--- src/rtl/fb_port_arbiter.sv ---
// Round-robin arbiter sharing the frame-buffer memory port among NUM_REQ drawing engines.
// Define FB_ARB_RMW_LOCK_EN to hold the port for a read's owner until its next write (RMW lock).
module fb_port_arbiter #(
    parameter int NUM_REQ = 4,
    parameter int PTR_W   = 2
) (
    input  logic                   clk,
    input  logic                   rst_,
    input  logic [NUM_REQ-1:0]     req_rts,
    output logic [NUM_REQ-1:0]     req_rtr,
    input  logic [NUM_REQ*17-1:0]  req_addr,
    input  logic [NUM_REQ*32-1:0]  req_data,
    input  logic [NUM_REQ*4-1:0]   req_wr_op,
    output logic [NUM_REQ-1:0]     bcast_xfc,
    output logic [31:0]            arb_data_out,
    output logic                   mem_rts,
    input  logic                   mem_rtr,
    output logic [16:0]            mem_addr,
    output logic [31:0]            mem_wdata,
    output logic [3:0]             mem_wr_op,
    input  logic [31:0]            mem_rdata,
    input  logic                   mem_rvalid
);

    // state     | meaning
    // IDLE      | round-robin arbitration among all requesters
    // READ_WAIT | one read outstanding, port blocked until mem_rvalid
    // LOCKED    | read data returned, only the owner may use the port
    typedef enum logic [1:0] {
        IDLE      = 2'd0,
        READ_WAIT = 2'd1
`ifdef FB_ARB_RMW_LOCK_EN
        , LOCKED  = 2'd2
`endif
    } state_t;

    state_t             state, state_nx;
    logic [PTR_W-1:0]   ptr, ptr_nx;
    logic [PTR_W-1:0]   owner, owner_nx;
    logic [PTR_W-1:0]   winner;
    logic [PTR_W-1:0]   idx_w;
    logic [NUM_REQ-1:0] elig;
    logic [NUM_REQ-1:0] owner_mask;
    logic               found;
    logic               xfer;
    logic               is_read;
    logic               ret;
    int                 idx;

    logic [16:0] addr_arr  [NUM_REQ];
    logic [31:0] data_arr  [NUM_REQ];
    logic [3:0]  op_arr    [NUM_REQ];
    logic [16:0] addr_q;
    logic [31:0] wdata_q;
    logic [3:0]  wr_op_q;

    function automatic logic [PTR_W-1:0] inc_ptr(input logic [PTR_W-1:0] p);
        return (p == PTR_W'(NUM_REQ - 1)) ? '0 : p + 1'b1;
    endfunction

    always_comb begin
        for (int i = 0; i < NUM_REQ; i++) begin
            addr_arr[i] = req_addr[17*i +: 17];
            data_arr[i] = req_data[32*i +: 32];
            op_arr[i]   = req_wr_op[4*i +: 4];
        end
    end

    assign owner_mask = NUM_REQ'(1) << owner;

    always_comb begin
        elig = '0;
        case (state)
            IDLE:    elig = req_rts;
`ifdef FB_ARB_RMW_LOCK_EN
            LOCKED:  elig = req_rts & owner_mask;
`endif
            default: elig = '0;
        endcase
    end

    // Search starts at ptr and wraps, so the last-served engine has lowest priority.
    always_comb begin
        found  = 1'b0;
        winner = ptr;
        idx    = 0;
        idx_w  = '0;
        for (int i = 0; i < NUM_REQ; i++) begin
            idx = int'(ptr) + i;
            if (idx >= NUM_REQ) begin
                idx = idx - NUM_REQ;
            end
            idx_w = idx[PTR_W-1:0];
            if (!found && elig[idx_w]) begin
                found  = 1'b1;
                winner = idx_w;
            end
        end
    end

    always_comb begin
        mem_rts   = found;
        mem_addr  = found ? addr_arr[winner] : addr_q;
        mem_wdata = found ? data_arr[winner] : wdata_q;
        mem_wr_op = found ? op_arr[winner]   : wr_op_q;
        req_rtr   = (found && mem_rtr) ? (NUM_REQ'(1) << winner) : '0;
    end

    assign xfer    = found & mem_rtr;
    assign is_read = (mem_wr_op == 4'b0000);
    assign ret     = (state == READ_WAIT) && mem_rvalid;

    always_comb begin
        state_nx = state;
        ptr_nx   = ptr;
        owner_nx = owner;
        case (state)
            IDLE: begin
                if (xfer) begin
                    if (is_read) begin
                        owner_nx = winner;
                        state_nx = READ_WAIT;
                    end else begin
                        ptr_nx = inc_ptr(winner);
                    end
                end
            end
            READ_WAIT: begin
                if (mem_rvalid) begin
`ifdef FB_ARB_RMW_LOCK_EN
                    state_nx = LOCKED;
`else
                    state_nx = IDLE;
                    ptr_nx   = inc_ptr(owner);
`endif
                end
            end
`ifdef FB_ARB_RMW_LOCK_EN
            LOCKED: begin
                if (xfer) begin
                    if (is_read) begin
                        state_nx = READ_WAIT;
                    end else begin
                        state_nx = IDLE;
                        ptr_nx   = inc_ptr(owner);
                    end
                end
            end
`endif
            default: state_nx = IDLE;
        endcase
    end

    always_ff @(posedge clk or negedge rst_) begin
        if (!rst_) begin
            state        <= IDLE;
            ptr          <= '0;
            owner        <= '0;
            addr_q       <= '0;
            wdata_q      <= '0;
            wr_op_q      <= '0;
            bcast_xfc    <= '0;
            arb_data_out <= '0;
        end else begin
            state     <= state_nx;
            ptr       <= ptr_nx;
            owner     <= owner_nx;
            addr_q    <= mem_addr;
            wdata_q   <= mem_wdata;
            wr_op_q   <= mem_wr_op;
            bcast_xfc <= ret ? owner_mask : '0;
            if (ret) begin
                arb_data_out <= mem_rdata;
            end
        end
    end

endmodule

--- config.mk ---
export PLATFORM = sky130hd
export DESIGN_NAME = fb_port_arbiter
export DESIGN_NICKNAME = d
export VERILOG_FILES = /design/src/rtl/fb_port_arbiter.sv
export SDC_FILE = /design/constraint.sdc
export NUM_CORES = 1
export LEC_CHECK = 0
export ABC_AREA = 1
export BUFFER_PORTS_ARGS = -buffer_cell sky130_fd_sc_hd__buf_2
export CAP_MARGIN = 10
export CORE_MARGIN = 4
export CORE_UTILIZATION = 35
export DETAILED_ROUTE_END_ITERATION = 8
export GPL_TIMING_DRIVEN = 0
export PLACE_DENSITY_LB_ADDON = 0.15
export SLEW_MARGIN = 15
export SYNTH_ARGS = -nofsm -noshare
export SYNTH_HDL_FRONTEND = slang
export SYNTH_SLANG_ARGS = --single-unit
export TNS_END_PERCENT = 5
--- constraint.sdc ---
create_clock -name clk -period 2.6 [get_ports clk]
set_input_delay 0.13 -clock clk [delete_from_list [all_inputs] [get_ports clk]]
set_output_delay 0.13 -clock clk [all_outputs]
set_load 0.005 [all_outputs]
==> Yosys cells after proc, flatten, opt, wreduce, memory -nomap -nowiden <==
Cells that the tools add are included.
{ "op_classes": {"addsub": 9, "n_lt_le_gt_ge": 9, "eq_ne": 7, "n_shift": 2, "n_mux": 45, "n_bitwise": 2, "n_reduce_logical": 14} }
{ "op_table": {"columns": ["operator", "n"], "rows": [
  ["$mux 32", 3],
  ["$bmux 32 s2", 1],
  ["$mux 17", 3],
  ["$bmux 17 s2", 1],
  ["$mux 2", 16],
  ["$mux 4", 6],
  ["$ge 3x3->1 const B", 4],
  ["$lt 2x3->1 const B", 4],
  ["$bmux 1 s2", 4],
  ["$bmux 4 s2", 1],
  ["$mux 1", 8],
  ["$ne 2x2->1 const B", 4],
  ["$pmux 2 s2", 2],
  ["$shl 1x2->4 const A", 2],
  ["$sub 2x1->2 const B", 4],
  ["$add 2x2->3 const B", 2],
  ["$reduce_and 3->1", 2],
  ["$logic_and 1x1->1", 5],
  ["$add 2x1->2 const B", 2],
  ["$eq 2x2->1 const B", 2],
  ["$logic_not 4->1", 1],
  ["$reduce_and 4->1", 1],
  ["$add 2x1->3 const B", 1],
  ["$ge 2x3->1 const B", 1],
  ["6 further kinds", 8]
]} }
{ "totals": {"regBits": 95, "out_inout_bits": 94, "wordCells": 96} }

==> Logic depth before layout (Yosys ltp) <==
{ "depth": {"word_depth": 23, "ltp_mapped": 23, "depth_no_buf": 22} }

==> Worst setup path after synthesis <==
Ideal clock, no wire load.
{ "synth_timing": {"path_kind": "register to register", "start": "register ptr[0]", "end": "register ptr[1]", "t_arrival_ps": 2222, "required_time_ps": 2484, "path_slack_ps": 261, "stages_incl_launch_ff": 17, "synth_period_minus_slack_ps": 2339, "path_cell_list": "dfrtp_1 > buf_4 > inv_4 > nand3_1 > nand3_1 > nand2_1 > nor2_4 > nand3_2 > nand2_4 > inv_2 > buf_4 > buf_2 > ha_1 > nand2_1 > nand2_1 > nand3_1 > nand2_1"} }
{ "synth_via": {"elab_chain_len": 22, "word_cells_on_any_way": 53, "classes_between": "add/sub: 8; order compare: 4; eq/ne: 3; mux: 28; bitwise: 2; reduce/logical: 8"} }
{ "synth_lines": {"columns": ["element", "line", "rtl"], "rows": [
  ["start, declared", "38", "logic [PTR_W-1:0] ptr, ptr_nx;"],
  ["start signal, assigned", "166", "ptr <= ptr_nx;"],
  ["parallel branches: the longest is 13 deep, another holds $add 2x1->3", null, null],
  ["$mux 2 (*)", "94", "if (!found && elig[idx_w]) begin"],
  ["net winner[0]", "40", "logic [PTR_W-1:0] winner;"],
  ["$not 2->3 (not written as such)", "105", "mem_wr_op = found ? op_arr[winner] : wr_op_q;"],
  ["$bmux 4 s2", "105", null],
  ["$mux 4 (not written as such) (2 in series)", "105", null],
  ["$mux 4", "105", null],
  ["$logic_not 4->1", "110", "assign is_read = (mem_wr_op == 4'b0000);"],
  ["$ne 2x2->1 (no source line)", null, null],
  ["$reduce_and 4->1 (no source line)", null, null]
]} }
Mark *: on every way through the listed nets, which the timed path passes. The select of a mux whose other input is x is not followed.
A chain may end at the register's enable or synchronous reset.

==> Final worst setup path <==
{ "layout_timing": {"start": "register ptr[0]", "end": "register addr_q[12]"} }
{ "layout_via": {"elab_chain_len": 19, "word_cells_on_any_way": 42, "classes_between": "add/sub: 7; order compare: 4; mux: 24; bitwise: 1; reduce/logical: 6"} }
{ "layout_lines": {"columns": ["element", "line", "rtl"], "rows": [
  ["parallel branches: the longest is 18 deep, another holds $add 2x1->3", null, null],
  ["$mux 17 (*)", "103", "mem_addr = found ? addr_arr[winner] : addr_q;"],
  ["end signal, assigned", "168", "addr_q <= mem_addr;"],
  ["end, declared", "53", "logic [16:0] addr_q;"]
]} }
Mark *: on every way between the ends. The select of a mux whose other input is x is not followed.

==> impl_metrics.toml <==
[status]
outcome = "complete, but fails checks"
violations = "setup timing"

[clocking]
clkTransAtPathRegs_ps = 70
numCtsBuffers = 9
ctsRootBufferMaster = "clkbuf_16"
clk_latency_ps = 350
cts-htree-levels = 3
clock_path_buffers = 2
cts.sinks = 94
cts_tree = "yes"

[placed_design]
dp.cells = 1304
io_buffer_count = 345
gp_congestion = 0.830
dp_slack_ps = -412
dpl.hpwl_um = 17000

[routing]
met1_length_um = 9690
initialDrtViolationCount = 450
highest_layer = "met5"
drc = 0
wl_met3_um = 1740
met2_length_um = 12300
viasPerCell = 4.97
drt-total-wl_um = 24400
wire_per_inst_um = 17.2
vias = 7054
dr.pass1.iters = 5
postRouteAntennaNets = 0

[floorplan]
die_y_um = 134
core_area_um2 = 15400
chipWidth_um = 134
fp.dieArea_um2 = 18000
initial_core_util_pct = 36.2
rows = 45
ioPinCount = 346

[finish]
syn2layout_area_growth_pct = 74.7
layout-drive-gt1-share_pct = 50.4
num-fill-cells = 1395
nets = 1461
final_cells = 1419

[synthesis]
post_synth.cell_area_avg_um2 = 7.45
syn-cell-area_um2 = 5570
synth-seq-cells = 94
netlist_instances = 747
synth_area_leader_cell = "dfrtp_1"
ys.warnings.count = 0
ys_types = 27
postSynthNetCount = 1007
synthTopCellsByArea = "dfrtp_1 (42%), nand2_1 (16%), o21ai_0 (9.1%)"
synth_largest_type_area_fraction_pct = 42.3
seq_area_frac_synth_pct = 42.3

[setup_path]
cp-end-kind = "flip-flop"
critPathMaxFanout = 8
crit_required_ps = 2840
path_class = "reg2reg"
start_kind = "flip-flop"
cp.arrival_ps = 3160

[timing]
drv_slew = 0
slew_headroom_pct = 61.9
layout_min_cycle_time_ps = 2910
period_share_pct = 112
setup_viol = 63
skew_ps = 5.93
rsz0062_at_grt = "true"
hold_viol_final = 0
worstMarginPinSlew_ps = 572
setup_ws_ps = -313
holdWs_ps = 20.7
clock.fmax_mhz = 343
setup_tns_ps = -14430

[global_routing]
grt_max_degree = 60
antenna_found_initial = 4
overflow = 0
grt_pass1_vias = 6890
grt_pass1_wl_um = 35700
track_usage_pct = 25.0

[flow_run]
drv_cap = 0

[min_path]
hp-class = "in2reg"
[flip-flops by register name, indices dropped and copies added, names as in the netlist]
signal        cells
arb_data_out     32
wdata_q          32
addr_q           17
bcast_xfc         4
wr_op_q           4
owner             2
ptr               2
state             1
[area by class of cell]
cell class | count | area (µm²) | area share, %
Timing Repair Buffer | 441 | 2720 | 27.9
Inverter | 20 | 101 | 1.04
Tap cell | 211 | 264 | 2.72
Clock inverter | 6 | 77.6 | 0.798
Buffer | 49 | 628 | 6.46
Sequential cell | 94 | 2350 | 24.2
Clock buffer | 10 | 239 | 2.46
Multi-Input combinational cell | 586 | 3340 | 34.3
Antenna cell | 2 | 5.00 | 0.0515
[cells in the final DEF, fill, tap and decap left out, types with 3 or more instances in the layout]
cell type,count
buf_12,7
o22ai_1,42
o21ai_2,20
clkbuf_8,3
mux2_2,32
dlygate4sd3_1,30
dfrtp_1,94
inv_8,3
clkbuf_1,3
o22ai_2,7
nand2_2,27
nor2_1,105
nand3_2,11
buf_4,59
nand2_4,11
clkbuf_4,4
nand2_1,200
clkbuf_2,7
inv_1,13
buf_2,333
nor2_2,4
inv_2,3
o21ai_0,61
ha_1,8
buf_6,24
o21ai_1,20
clkbuf_16,17
nand2_8,4
buf_8,11
nand3_4,6
nand3_1,20
[repair_timing]
item,in CTS,in global routing
cloned,6,4
hold buffers,30,0
setup buffers,35,22
setup endpoints to repair,112,66
pin swaps,34,70
gates resized for setup,164,136
endpoints found under the hold margin,64,0
[cells in the mapped netlist]
master and instances:
nand3_2 7, ha_1 8, nand2_4 3, inv_4 1
buf_6 2, dfrtp_1 94, buf_2 11, o22ai_1 49
nor2_8 1, clkinv_1 1, inv_2 3, o21ai_0 101
nor2_2 1, nor2_1 109, or2_2 1, nor2_4 1
buf_4 3, a21boi_0 2, nand2_1 230, inv_1 15
mux2_2 32, clkbuf_1 28, o21ai_1 1, buf_1 5
nand2_2 7, nand3_1 30, a21oi_1 1
[cell families after synthesis]
kind of cell	share of synthesized area (%)
adder cells (fa/ha/maj)	1.80
AO/OA/AOI/OAI	15.0
flip-flops	42.3
buffers and inverters	5.42
multiplexers	6.47
AND/OR/NAND/NOR	29.0
[path summary, 6_finish.rpt]
check                                  start         endpoint  slack (ps)  cells past startpoint
min in group asynchronous               rst_       wdata_q[4]         250                      2
max in group asynchronous               rst_      wdata_q[25]        1730                      3
worst min register to register   wdata_q[28]      wdata_q[28]         470                      2
worst max-delay path                  ptr[0]       addr_q[12]        -310                     21
worst max register to register        ptr[0]       addr_q[12]        -310                     21
worst min-delay path            mem_rdata[3]  arb_data_out[3]          20                      2
[critical path, cell delays in order, from the launching register on]
cell,delay [ps]
dfrtp_1,390
buf_6,170
clkinv_8,90
nand3_2,100
nand2_1,60
nand2_1,70
nand2_2,100
nor2_4,220
nand3_4,140
nand3_4,140
nand2_8,80
buf_12,140
buf_8,130
o21ai_1,70
o22ai_1,120
nand2_1,90
nand2_2,60
buf_4,130
buf_4,120
buf_4,120
buf_4,120
buf_4,120
[through the flow]
step | utilization, % | area [µm²]
floorplan | - | 5570
global placement | 49.2 | 7560
detailed placement | 49.4 | 7590
CTS | 59.2 | 9100
global route | 63.2 | 9720
finish | 63.2 | 9720
[layer usage]
metal | track usage (%) | vias up
met4 | 7.41 | 4
li1 | - | 3393
met2 | 42.2 | 283
met3 | 7.13 | 49
met5 | 0 | -
met1 | 31.4 | 3325
Power is not shown: default switching activity piles up to over one toggle a cycle in this logic, so the estimate is an artifact.
